## src/rtl/decode_issue.sv

```systemverilog
// decode_issue: single-stage decode and issue with an 8-entry register file
// and a busy-bit scoreboard.
//
// Optional feature: define DECODE_BYPASS_EN to forward a same-cycle writeback
// into the operand read and clear the matching source hazard. Without it, a
// source waiting on a writeback stalls one cycle and then reads the register
// file.
//
// Ports:
//   clk, rst            rising-edge clock, asynchronous active-low reset
//   instr, instr_valid  instruction in; accepted when valid and instr_ready
//   instr_ready         no hazard and stage not held by a downstream stall
//   alu_stall           downstream cannot take a new op
//   wb_en, wb_addr,
//   wb_data             register writeback (clears the busy bit)
//   alu_en              issued op valid
//   in1, reg_in2,
//   imm_in2             operands (rs1, rs2, sign-extended imm5)
//   funct, ALUSrc       ALU function, 1 selects imm_in2
//   issue_rd            destination tag
module decode_issue #(
   parameter int WORD_SIZE = 16,
   parameter int NUM_REGS  = 8
) (
   input  logic                 clk,
   input  logic                 rst,
   input  logic [15:0]          instr,
   input  logic                 instr_valid,
   output logic                 instr_ready,
   input  logic                 alu_stall,
   input  logic                 wb_en,
   input  logic [2:0]           wb_addr,
   input  logic [WORD_SIZE-1:0] wb_data,
   output logic                 alu_en,
   output logic [WORD_SIZE-1:0] in1,
   output logic [WORD_SIZE-1:0] reg_in2,
   output logic [WORD_SIZE-1:0] imm_in2,
   output logic [3:0]           funct,
   output logic                 ALUSrc,
   output logic [2:0]           issue_rd
);

   localparam logic [3:0] NOP_FUNCT = 4'b0111;

   logic [3:0]           op;
   logic [2:0]           rd_f, rs1_f, rs2_f;
   logic                 src_f;
   logic [4:0]           imm5;
   logic                 writes;

   logic [WORD_SIZE-1:0] regs [NUM_REGS];
   logic [NUM_REGS-1:0]  busy;
   logic [NUM_REGS-1:0]  set_mask, clr_mask;

   logic [WORD_SIZE-1:0] rs1_val, rs2_val;
   logic                 rs1_blk, rs2_blk;
   logic                 hazard, held, accept;

   assign op     = instr[15:12];
   assign rd_f   = instr[11:9];
   assign rs1_f  = instr[8:6];
   assign src_f  = instr[5];
   assign imm5   = instr[4:0];
   assign rs2_f  = instr[2:0];
   assign writes = (op != NOP_FUNCT);

   // r0 is never written and resets to zero, so a plain read returns 0;
   // busy[0] is likewise never set.
   always_comb begin
      rs1_val = regs[rs1_f];
      rs2_val = regs[rs2_f];
      rs1_blk = busy[rs1_f];
      rs2_blk = busy[rs2_f];
`ifdef DECODE_BYPASS_EN
      if (wb_en && (wb_addr == rs1_f) && (rs1_f != 3'd0)) begin
         rs1_val = wb_data;
         rs1_blk = 1'b0;
      end
      if (wb_en && (wb_addr == rs2_f) && (rs2_f != 3'd0)) begin
         rs2_val = wb_data;
         rs2_blk = 1'b0;
      end
`endif
   end

   assign hazard      = rs1_blk | (~src_f & rs2_blk) | (writes & busy[rd_f]);
   assign held        = alu_en & alu_stall;
   assign instr_ready = ~hazard & ~held;
   assign accept      = instr_valid & instr_ready;

   always_comb begin
      set_mask = '0;
      clr_mask = '0;
      if (accept && writes && (rd_f != 3'd0))
         set_mask[rd_f] = 1'b1;
      if (wb_en)
         clr_mask[wb_addr] = 1'b1;
   end

   // Set is applied after clear so a same-bit collision leaves the bit set.
   always_ff @(posedge clk or negedge rst) begin
      if (!rst)
         busy <= '0;
      else
         busy <= (busy & ~clr_mask) | set_mask;
   end

   always_ff @(posedge clk or negedge rst) begin
      if (!rst) begin
         for (int unsigned i = 0; i < NUM_REGS; i++)
            regs[i] <= '0;
      end else if (wb_en && (wb_addr != 3'd0)) begin
         regs[wb_addr] <= wb_data;
      end
   end

   always_ff @(posedge clk or negedge rst) begin
      if (!rst) begin
         alu_en   <= 1'b0;
         in1      <= '0;
         reg_in2  <= '0;
         imm_in2  <= '0;
         funct    <= NOP_FUNCT;
         ALUSrc   <= 1'b0;
         issue_rd <= '0;
      end else if (accept) begin
         alu_en   <= 1'b1;
         in1      <= rs1_val;
         reg_in2  <= rs2_val;
         imm_in2  <= {{(WORD_SIZE-5){imm5[4]}}, imm5};
         funct    <= op;
         ALUSrc   <= src_f;
         issue_rd <= rd_f;
      end else if (!held) begin
         alu_en   <= 1'b0;
      end
   end

endmodule
```

## config.mk

```make
export PLATFORM = sky130hd
export DESIGN_NAME = decode_issue
export DESIGN_NICKNAME = d
export VERILOG_FILES = /design/src/rtl/decode_issue.sv
export SDC_FILE = /design/constraint.sdc
export NUM_CORES = 1
export LEC_CHECK = 0
export ABC_AREA = 0
export BUFFER_PORTS_ARGS = -buffer_cell sky130_fd_sc_hd__buf_2
export CAP_MARGIN = 10
export CORE_AREA = 2 2 126 128
export CTS_BUF_LIST = sky130_fd_sc_hd__clkbuf_8
export DETAILED_ROUTE_END_ITERATION = 12
export DIE_AREA = 0 0 128 130
export PLACE_DENSITY = 0.92
export SYNTH_ARGS = -nofsm -noshare
export SYNTH_HDL_FRONTEND = slang
export SYNTH_SLANG_ARGS = --single-unit
```

## constraint.sdc

```tcl
create_clock -name clk -period 4.9 [get_ports clk]
set_input_delay 0.245 -clock clk [delete_from_list [all_inputs] [get_ports clk]]
set_output_delay 0.245 -clock clk [all_outputs]
set_load 0.02 [all_outputs]
```

==> results of run 1 <==
path summary, 6_finish.rpt:
path,cells after the start,endpoint
setup / recovery,6,imm_in2[4]
hold reg to reg,0,regs[127]
min in group asynchronous,2,regs[3]
setup reg to reg,6,imm_in2[4]
hold / removal,2,imm_in2[3]
max in group asynchronous,3,in1[11]
registers in the layout, indices dropped and copies added (netlist names):
register  flops
reg_in2      16
issue_rd      3
ALUSrc        1
busy          8
funct         4
imm_in2       5
in1          16
alu_en        1
regs        128
power breakdown:
group | internal, mW | switching, mW | leakage (nW)
combinational | 0.907 | 0.766 | 2.00
sequential | 1.92 | 0.300 | 2.23
clock | 0.366 | 0.546 | 0.172
worst max-delay path, stage by stage (launching register included):
cell       delay (ns)
dfrtp_1          0.44
mux2_1           0.31
a32o_1           0.26
or4_4            0.44
a2111oi_4        0.28
buf_4            0.81
mux2_2           0.42
metrics by stage:
stage / cells / utilization (%) / instance area (sq um) / setup slack [ns]
global route: 831 / 64.5 / 9950 / 1.74
finish: 831 / 64.5 / 9950 / 1.83
detailed placement: 797 / 62.0 / 9570 / 1.57
floorplan: 563 / - / 9100 / 2.31
global placement: 797 / 62.0 / 9570 / 1.65
CTS: 831 / 64.5 / 9950 / 1.87
per-layer routing:
metal / track usage, % / part of all wire, % / vias to the layer above
li1: - / - / 2259
met1: 30.3 / 39 / 2844
met2: 44.4 / 53 / 221
met3: 5.21 / 5.5 / 49
met4: 12.0 / 2.8 / 0
met5: 0 / 0 / -
cells in the final DEF, fill, tap and decap left out, types with 4 or more instances in the layout:
master,Yosys,routed
a22o_1,5,5
nor2b_1,5,5
and3_1,5,5
mux4_2,65,65
mux2i_1,5,5
inv_6,0,4
inv_1,5,5
dfrtp_1,179,179
buf_2,0,96
mux2_4,41,41
mux2_2,148,148
nor2_1,4,4
clkbuf_8,0,18
buf_4,11,8
cell families (layout without fill, tap and decap cells):
group / count (synthesis) / after routing / share of synthesized area (%)
multiplexers: 262 / 262 / 42.1
flip-flops: 182 / 182 / 50.1
AO/OA/AOI/OAI: 18 / 18 / 1.86
buffers and inverters: 69 / 145 / 3.79
AND/OR/NAND/NOR: 32 / 32 / 2.17
repair_timing:
action	4_1_cts	5_1_grt
gates resized for setup	0	0
hold endpoints to repair	65	0
hold buffers	3	0
final cells by class:
class | instances | area (sq um)
multi-input cells | 312 | 4200
clock buffers | 18 | 248
clock inverters | 13 | 98.8
fillers | 1040 | 5480
inverters | 6 | 22.5
well taps | 192 | 240
flip-flops and latches | 182 | 4560
repair buffers | 108 | 582
==> results.ini, run 1 <==
[run_status]
status = completed

[synthesis]
synth_ff_type = dfrtp_1
async_flop_share_pct = 100
synth_warnings = 0
ys_seq_area_share_pct = 50.1
netlist_area_sq_mm = 0.00910
yosysMostFrequentCell = dfrtp_1
synth-edff-count = 0
postSynthNetCount = 603
synthDistinctLibCells = 40
synthTopCellsByCount = dfrtp_1, mux2_2, mux4_2
ys_seq_elements = 182
synth_top_area_share_pct = 49.2
synth.avg_cell_area_sq_um = 16.2
synthCells = 563
synth.area.top_cells = dfrtp_1, mux2_2, mux4_2
yosysTopAreaCell = dfrtp_1

[drt]
wirelength_microns = 19600
drc_errors = 0
via_count = 5373
ant_nets = 0
viasPerCell = 6.47
drt-pass1-iter-count = 6
avgRoutedWirePerCell_microns = 23.6
drt-initial-drc-count = 417

[grt]
antenna_found_initial = 1
grt_pass1_wl_microns = 31600
grt_pass1_vias = 5890
grt_max_degree = 66
grt_use_total_pct = 25.3
grt_overflow_total = 0

[critical_path]
critPathArrivalTime_ns = 3.43
crit_path_max_fanout = 53
reg2reg_from = busy[6]
crit_type = flip-flop to flip-flop
start_kind = flip-flop
worstPathRequired_ns = 5.26
critPathLaunch = busy[6]
r2r_setup_slack_ns = 1.83
cp-end-kind = flip-flop

[clocking]
cts.clk_slew.worst_paths_ns = 0.09
numCtsBuffers = 17
clockBufferDepth = 2
htree_levels = 4
cts_root_buffer = clkbuf_8
worst_skew_pair.late_latency_ns = 0.47
clock_sinks = 182
cts_tree = yes
post_cts_buffers = 0

[timing]
setup_viol = 0
maxSlewViolCount = 0
hold_viol = 0
tightest_slew_ns = 1.21
tns_ns = 0
max_freq_mhz = 326
finalCriticalPeriod_ns = 3.07
hold_ws_ns = 0.0168
maxSlewHeadroom_pct = 19.0
period_share_pct = 62.6
rsz0062_at_grt = no
fin_worst_skew_ns = 0.0124

[placed_design]
detailed_place_hpwl_microns = 12100
place_congestion = 0.840
portBuffers = 97

[power_and_ir_drop]
total_leakage_power_nw = 4.40
p_per_area_mw_per_mm2 = 483
p_total_mw = 4.81
peakVddDrop_mv = 0.223

[die]
die_x_microns = 128
die_y_microns = 130
core_area_sq_mm = 0.0154
die_area_sq_mm = 0.0166
start_util_pct = 59.0
pin_count = 98
row_count = 46

[layout]
area_growth_pct = 9.29
n_antenna_cell = 0
nets = 667
drive_gt1_share_pct = 62.0

[min_path]
min_from = instr[3]
hold_path.class = primary input to flip-flop

[flow_run]
cap_violations = 0

No activity file was read; power rests on OpenSTA's default activity.
==> run 2: changes to the inputs <==
==> constraint.sdc (replaced) <==
create_clock -name clk -period 3 [get_ports clk]
set_input_delay 0.15 -clock clk [delete_from_list [all_inputs] [get_ports clk]]
set_output_delay 0.15 -clock clk [all_outputs]
set_load 0.02 [all_outputs]
==> run 2 against run 1 <==
Via count rose by 2.5%. Count of clock-buffer cells in the layout rose by 2. Cell area up 3.7%. Final cell count rose by 3.9%.
==> results.ini, run 2 (same netlist as run 1, synthesis figures left out) <==
[critical_path]
critPathMaxStageDelay_ns = 0.53  ; was 0.81 ns
cpMaxStageDelayCell = or4_4  ; was buf_4
start_kind = flip-flop  ; unchanged
cp-end-kind = flip-flop  ; unchanged
worstPathRequired_ns = 3.38  ; was 5.26 ns
critPathArrivalTime_ns = 3.07  ; was 3.43 ns
path_cells = mux2_4 > and3_1 > or4_4 > a2111oi_4 > buf_4 > mux2_2  ; was mux2_1 > a32o_1 > or4_4 > a2111oi_4 > buf_4 > mux2_2
crit_path_max_fanout = 18  ; was 53
crit_type = flip-flop to flip-flop  ; unchanged

[clocking]
cts.clk_slew.worst_paths_ns = 0.10  ; was 0.09 ns
clock_sinks = 182  ; unchanged
cts_root_buffer = clkbuf_8  ; unchanged
cts_resized = 0  ; unchanged
post_cts_buffers = 0  ; unchanged
ctsHoldBuffers = 23  ; was 3
clockBufferDepth = 2  ; unchanged
numCtsBuffers = 17  ; unchanged
cts_tree = yes  ; unchanged
worst_skew_pair.late_latency_ns = 0.49  ; was 0.47 ns
htree_levels = 4  ; unchanged

[die]
die_x_microns = 128  ; unchanged
start_util_pct = 59.0  ; unchanged
die_y_microns = 130  ; unchanged
core_area_sq_mm = 0.0154  ; unchanged
pin_count = 98  ; unchanged
die_area_sq_mm = 0.0166  ; unchanged
row_count = 46  ; unchanged

[layout]
largest_register = regs  ; unchanged
drive_gt1_share_pct = 60.7  ; was 62.0%
area_growth_pct = 13.4  ; was 9.29%
largestRegisters = regs: 128 flops, in1: 16 flops, reg_in2: 16 flops  ; unchanged
layout_common_cells = dfrtp_1, mux2_2, buf_2  ; unchanged
final_common_cell = dfrtp_1  ; unchanged
design_area_sq_mm = 0.0103  ; was 0.00995 sq mm
n_fill_cell = 1000  ; was 1040
largest_reg_flops = 128  ; unchanged
nets = 697  ; was 667

[flow_run]
cap_violations = 0  ; unchanged

[placed_design]
pre_cts_slack_ns = 0.389  ; was 1.57 ns
dpl_cell_area_sq_mm = 0.00967  ; was 0.00957 sq mm
place_congestion = 0.891  ; was 0.840
detailed_place_hpwl_microns = 12800  ; was 12100 microns
portBuffers = 97  ; unchanged

[drt]
avgRoutedWirePerCell_microns = 23.5  ; was 23.6 microns
viasPerCell = 6.38  ; was 6.47
drt-initial-drc-count = 507  ; was 417
drt-pass1-iter-count = 6  ; unchanged
wirelength_microns = 20200  ; was 19600 microns
via_count = 5507  ; was 5373
drc_errors = 0  ; unchanged
ant_nets = 0  ; unchanged

[grt]
grt_pass1_vias = 5930  ; was 5890
grt_max_degree = 84  ; was 66
antenna_found_initial = 1  ; unchanged
grt_use_total_pct = 26.0  ; was 25.3%
grt_overflow_total = 0  ; unchanged
grt_pass1_wl_microns = 32100  ; was 31600 microns

[timing]
period_share_pct = 89.7  ; was 62.6%
max_freq_mhz = 371  ; was 326 MHz
setup_viol = 0  ; unchanged
tns_ns = 0  ; unchanged
fin_worst_skew_ns = 0.0159  ; was 0.0124 ns
hold_viol = 0  ; unchanged
tightest_slew_ns = 0.757  ; was 1.21 ns
finalCriticalPeriod_ns = 2.69  ; was 3.07 ns
finalWorstSetupSlack_ns = 0.308  ; was 1.83 ns
maxSlewViolCount = 0  ; unchanged
rsz0062_at_grt = no  ; unchanged
maxSlewHeadroom_pct = 49.5  ; was 19.0%

[power_and_ir_drop]
p_per_area_mw_per_mm2 = 791  ; was 483 mW/mm^2
peakVddDrop_mv = 0.413  ; was 0.223 mV
total_leakage_power_nw = 4.58  ; was 4.40 nW

[min_path]
hold_path.class = primary input to flip-flop  ; unchanged

[run_status]
status = completed  ; unchanged

[run 2: changes by cell type in the layout (fill, tap and decap cells not counted)]
cell / delta
buf_12: +2
buf_4: +8
bufinv_16: +2
clkbuf_8: +2
clkinv_2: -2
clkinvlp_4: -1
diode_2: +1
dlygate4sd3_1: +20
[run 2: area by class of cell]
| class | instances | area [sq um] | share of cell area, % |
|---|---|---|---|
| sequential | 182 | 4560 | 44.2 |
| inverter | 6 | 22.5 | 0.218 |
| multi-input combinational | 312 | 4200 | 40.7 |
| clock inverter | 12 | 141 | 1.37 |
| clock buffer | 20 | 275 | 2.67 |
| tap | 192 | 240 | 2.33 |
| timing repair buffer | 138 | 882 | 8.55 |
| antenna | 1 | 2.50 | 0.0243 |
[run 2: critical path: cells and delay by family (launching register included)]
| kind | cells | cell delay [ns] |
|---|---|---|
| flip-flops | 1 | 0.46 |
| AND/OR/NAND/NOR | 2 | 0.71 |
| multiplexers | 2 | 0.67 |
| buffers and inverters | 1 | 0.36 |
| AO/OA/AOI/OAI | 1 | 0.37 |
[run 2: per-layer routing]
layer  wire, microns  vias to the layer above  share of wire (%)  global-route usage [%]
met5               0                        -                  0                       0
met4             774                        0                3.8                    14.7
met3             951                       62                4.7                    4.59
met2           10500                      227                 52                    43.6
met1            8030                     2910                 40                    32.4
li1                -                     2308                  -                       -
[run 2: final timing paths]
kind                            start          to  slack [ns]  depth (start not counted)
max in group asynchronous         rst     in1[11]        1.81                          3
max reg2reg                   busy[3]  imm_in2[4]        0.31                          6
min                        wb_data[4]    regs[36]        0.02                          2
max                           busy[3]  imm_in2[4]        0.31                          6
min reg2reg                 regs[116]   regs[116]        0.40                          0
min in group asynchronous         rst    regs[66]        0.27                          2
[run 2: per-stage QoR]
step	power (mW)	hold slack [ns]	utilization (%)	cells
CTS	8.18	0.00167	66.9	862
finish	8.16	0.0168	66.9	863
global placement	6.24	0.222	62.7	807
global route	8.54	0.0121	66.9	863
floorplan	5.67	-0.146	-	563
detailed placement	6.41	0.242	62.7	807
[run 2: where the power goes]
group          internal, mW  switching [mW]  leakage [nW]
logic                  1.51            1.27          2.15
clock network         0.819           0.912         0.207
registers              3.14           0.507          2.23
==> run 3: changes to the inputs <==
--- a/config.mk
+++ b/config.mk
@@ -7,9 +7,10 @@
 export LEC_CHECK = 0
 export ABC_AREA = 0
 export BUFFER_PORTS_ARGS = -buffer_cell sky130_fd_sc_hd__buf_2
-export CAP_MARGIN = 10
+export CAP_MARGIN = 40
 export CORE_AREA = 2 2 126 128
 export CTS_BUF_LIST = sky130_fd_sc_hd__clkbuf_8
+export CTS_CLUSTER_SIZE = 10
 export DETAILED_ROUTE_END_ITERATION = 12
 export DIE_AREA = 0 0 128 130
 export PLACE_DENSITY = 0.92
==> constraint.sdc (replaced) <==
create_clock -name clk -period 3 [get_ports clk]
set_input_delay 0.6 -clock clk [delete_from_list [all_inputs] [get_ports clk]]
set_output_delay 0.6 -clock clk [all_outputs]
set_load 0.02 [all_outputs]
==> run 3 against run 2 <==
Count of clock-buffer cells in the layout fell by 2. Clock skew decreased by 0.00067 ns. Setup slack got worse by 0.18 ns. Worst hold slack improved by 0.088 ns. Core utilization shrank 0.92 points. Maximum frequency down 6.3%. Final cell count shrank 2.0%. Sequential cell count did not move. Critical path type is now flip-flop to primary output.
==> results.ini, run 3 (same netlist as run 1, synthesis figures left out) <==
[layout]
final_common_cell = dfrtp_1  ; unchanged
design_area_sq_mm = 0.0102  ; was 0.0103 sq mm
area_growth_pct = 11.8  ; was 13.4%
largest_reg_flops = 128  ; unchanged
final_util_pct = 66.0  ; was 66.9%
largestRegisters = regs: 128 flops, in1: 16 flops, reg_in2: 16 flops  ; unchanged
layout_common_cells = dfrtp_1, mux2_2, buf_2  ; unchanged
drive_gt1_share_pct = 63.4  ; was 60.7%
nets = 680  ; was 697
largest_register = regs  ; unchanged

[grt]
grt_pass1_vias = 5730  ; was 5930
grt_overflow_total = 0  ; unchanged
grt_pass1_wl_microns = 31000  ; was 32100 microns
grt_use_total_pct = 25.1  ; was 26.0%
grt_max_degree = 74  ; was 84
antenna_found_initial = 1  ; unchanged

[critical_path]
reg2reg_from = busy[7]  ; was busy[3]
start_kind = flip-flop  ; unchanged
worstPathRequired_ns = 2.40  ; was 3.38 ns
cp-end-kind = primary output  ; was flip-flop
cpMaxStageDelayCell = or4_4  ; unchanged
crit_path_max_fanout = 4  ; was 18
critPathMaxStageDelay_ns = 0.45  ; was 0.53 ns
crit_type = flip-flop to primary output  ; was flip-flop to flip-flop
path_cells = mux2_1 > a32o_1 > or4_4 > a211oi_2 > buf_2  ; was mux2_4 > and3_1 > or4_4 > a2111oi_4 > buf_4 > mux2_2
r2r-end = in1[3]  ; was imm_in2[4]
critPathArrivalTime_ns = 2.27  ; was 3.07 ns
r2r_setup_slack_ns = 0.37  ; was 0.31 ns
reg2reg_depth = 7  ; was 6

[placed_design]
portBuffers = 97  ; unchanged
pre_cts_slack_ns = 0.0115  ; was 0.389 ns
detailed_place_hpwl_microns = 12700  ; was 12800 microns
dpl_cell_area_sq_mm = 0.00973  ; was 0.00967 sq mm
place_congestion = 0.897  ; was 0.891

[drt]
viasPerCell = 6.40  ; was 6.38
wirelength_microns = 19600  ; was 20200 microns
avgRoutedWirePerCell_microns = 23.2  ; was 23.5 microns
via_count = 5415  ; was 5507
drt-pass1-iter-count = 6  ; unchanged
ant_nets = 0  ; unchanged
drc_errors = 0  ; unchanged
drt-initial-drc-count = 416  ; was 507

[clocking]
cts_tree = yes  ; unchanged
ctsHoldBuffers = 0  ; was 23
clock_sinks = 182  ; unchanged
htree_levels = 4  ; unchanged
cts_root_buffer = clkbuf_8  ; unchanged
numCtsBuffers = 17  ; unchanged
clockBufferDepth = 2  ; unchanged
cts.clk_slew.worst_paths_ns = 0.09  ; was 0.10 ns
worst_skew_pair.late_latency_ns = 0.49  ; about the same

[timing]
rsz0062_at_grt = no  ; unchanged
period_share_pct = 95.8  ; was 89.7%
setup_viol = 0  ; unchanged
maxSlewViolCount = 0  ; unchanged
tightest_slew_ns = 0.697  ; was 0.757 ns
max_freq_mhz = 348  ; was 371 MHz
finalWorstSetupSlack_ns = 0.127  ; was 0.308 ns
maxSlewHeadroom_pct = 53.6  ; was 49.5%
tns_ns = 0  ; unchanged
finalCriticalPeriod_ns = 2.87  ; was 2.69 ns
fin_worst_skew_ns = 0.0152  ; was 0.0159 ns
hold_ws_ns = 0.104  ; was 0.0168 ns
hold_viol = 0  ; unchanged

[die]
die_area_sq_mm = 0.0166  ; unchanged
pin_count = 98  ; unchanged
die_x_microns = 128  ; unchanged
start_util_pct = 59.0  ; unchanged
die_y_microns = 130  ; unchanged
row_count = 46  ; unchanged
core_area_sq_mm = 0.0154  ; unchanged

[power_and_ir_drop]
p_per_area_mw_per_mm2 = 809  ; was 791 mW/mm^2
total_leakage_power_nw = 4.53  ; was 4.58 nW
peakVddDrop_mv = 0.360  ; was 0.413 mV

[run_status]
status = completed  ; unchanged

[flow_run]
cap_violations = 0  ; unchanged

[min_path]
hold_path.class = primary input to async pin  ; was primary input to flip-flop

run 3: worst max-delay path: cells and delay by family (launching register included):
kind                   cells  cell delay, ns
AO/OA/AOI/OAI              2            0.41
buffers and inverters      1            0.20
flip-flops                 1            0.43
multiplexers               1            0.31
AND/OR/NAND/NOR            1            0.45
run 3: cell type report:
type                       instances  area (sq um)
inverter                           6          22.5
antenna                            1          2.50
sequential                       182          4560
clock buffer                      18           248
tap                              192           240
fill                            1012          5250
timing repair buffer             121           722
multi-input combinational        312          4200
clock inverter                    14           183
run 3: worst max-delay path by stage:
stage / cells after the start / from / end / slack [ns]
after global placement: 8 / instr[6] / reg_in2[1] / 0.07
final: 5 / busy[7] / instr_ready / 0.13
after floorplan: 7 / instr[6] / funct[3] / 0.06
after detailed placement: 8 / instr[6] / in1[3] / 0.01
after CTS: 5 / busy[7] / instr_ready / 0.10
after global routing: 5 / busy[7] / instr_ready / 0.04
run 3: stage by stage:
| stage | total power [mW] | instances |
|---|---|---|
| after floorplan | 5.67 | 563 |
| after global placement | 6.29 | 812 |
| after detailed placement | 6.46 | 812 |
| after CTS | 8.25 | 844 |
| after global routing | 8.60 | 846 |
| final | 8.24 | 846 |
run 3: what timing repair did:
item	4_1_cts	5_1_grt
endpoints found under the setup margin	0	1
buffers inserted	0	1
gates resized for setup	0	1
run 3: per-layer routing:
metal | vias up | global-route usage [%] | wire (microns)
met5 | - | 0 | 0
met4 | 0 | 13.6 | 603
met3 | 55 | 5.04 | 1400
met2 | 247 | 41.8 | 9770
met1 | 2841 | 31.3 | 7870
li1 | 2272 | - | -
run 3: report_power, final:
| part | switching [mW] | internal [mW] | total [mW] |
|---|---|---|---|
| registers | 0.502 | 3.14 | 3.64 |
| logic | 1.27 | 1.53 | 2.80 |
| clock network | 0.876 | 0.921 | 1.80 |
| total | 2.64 | 5.59 | 8.24 |
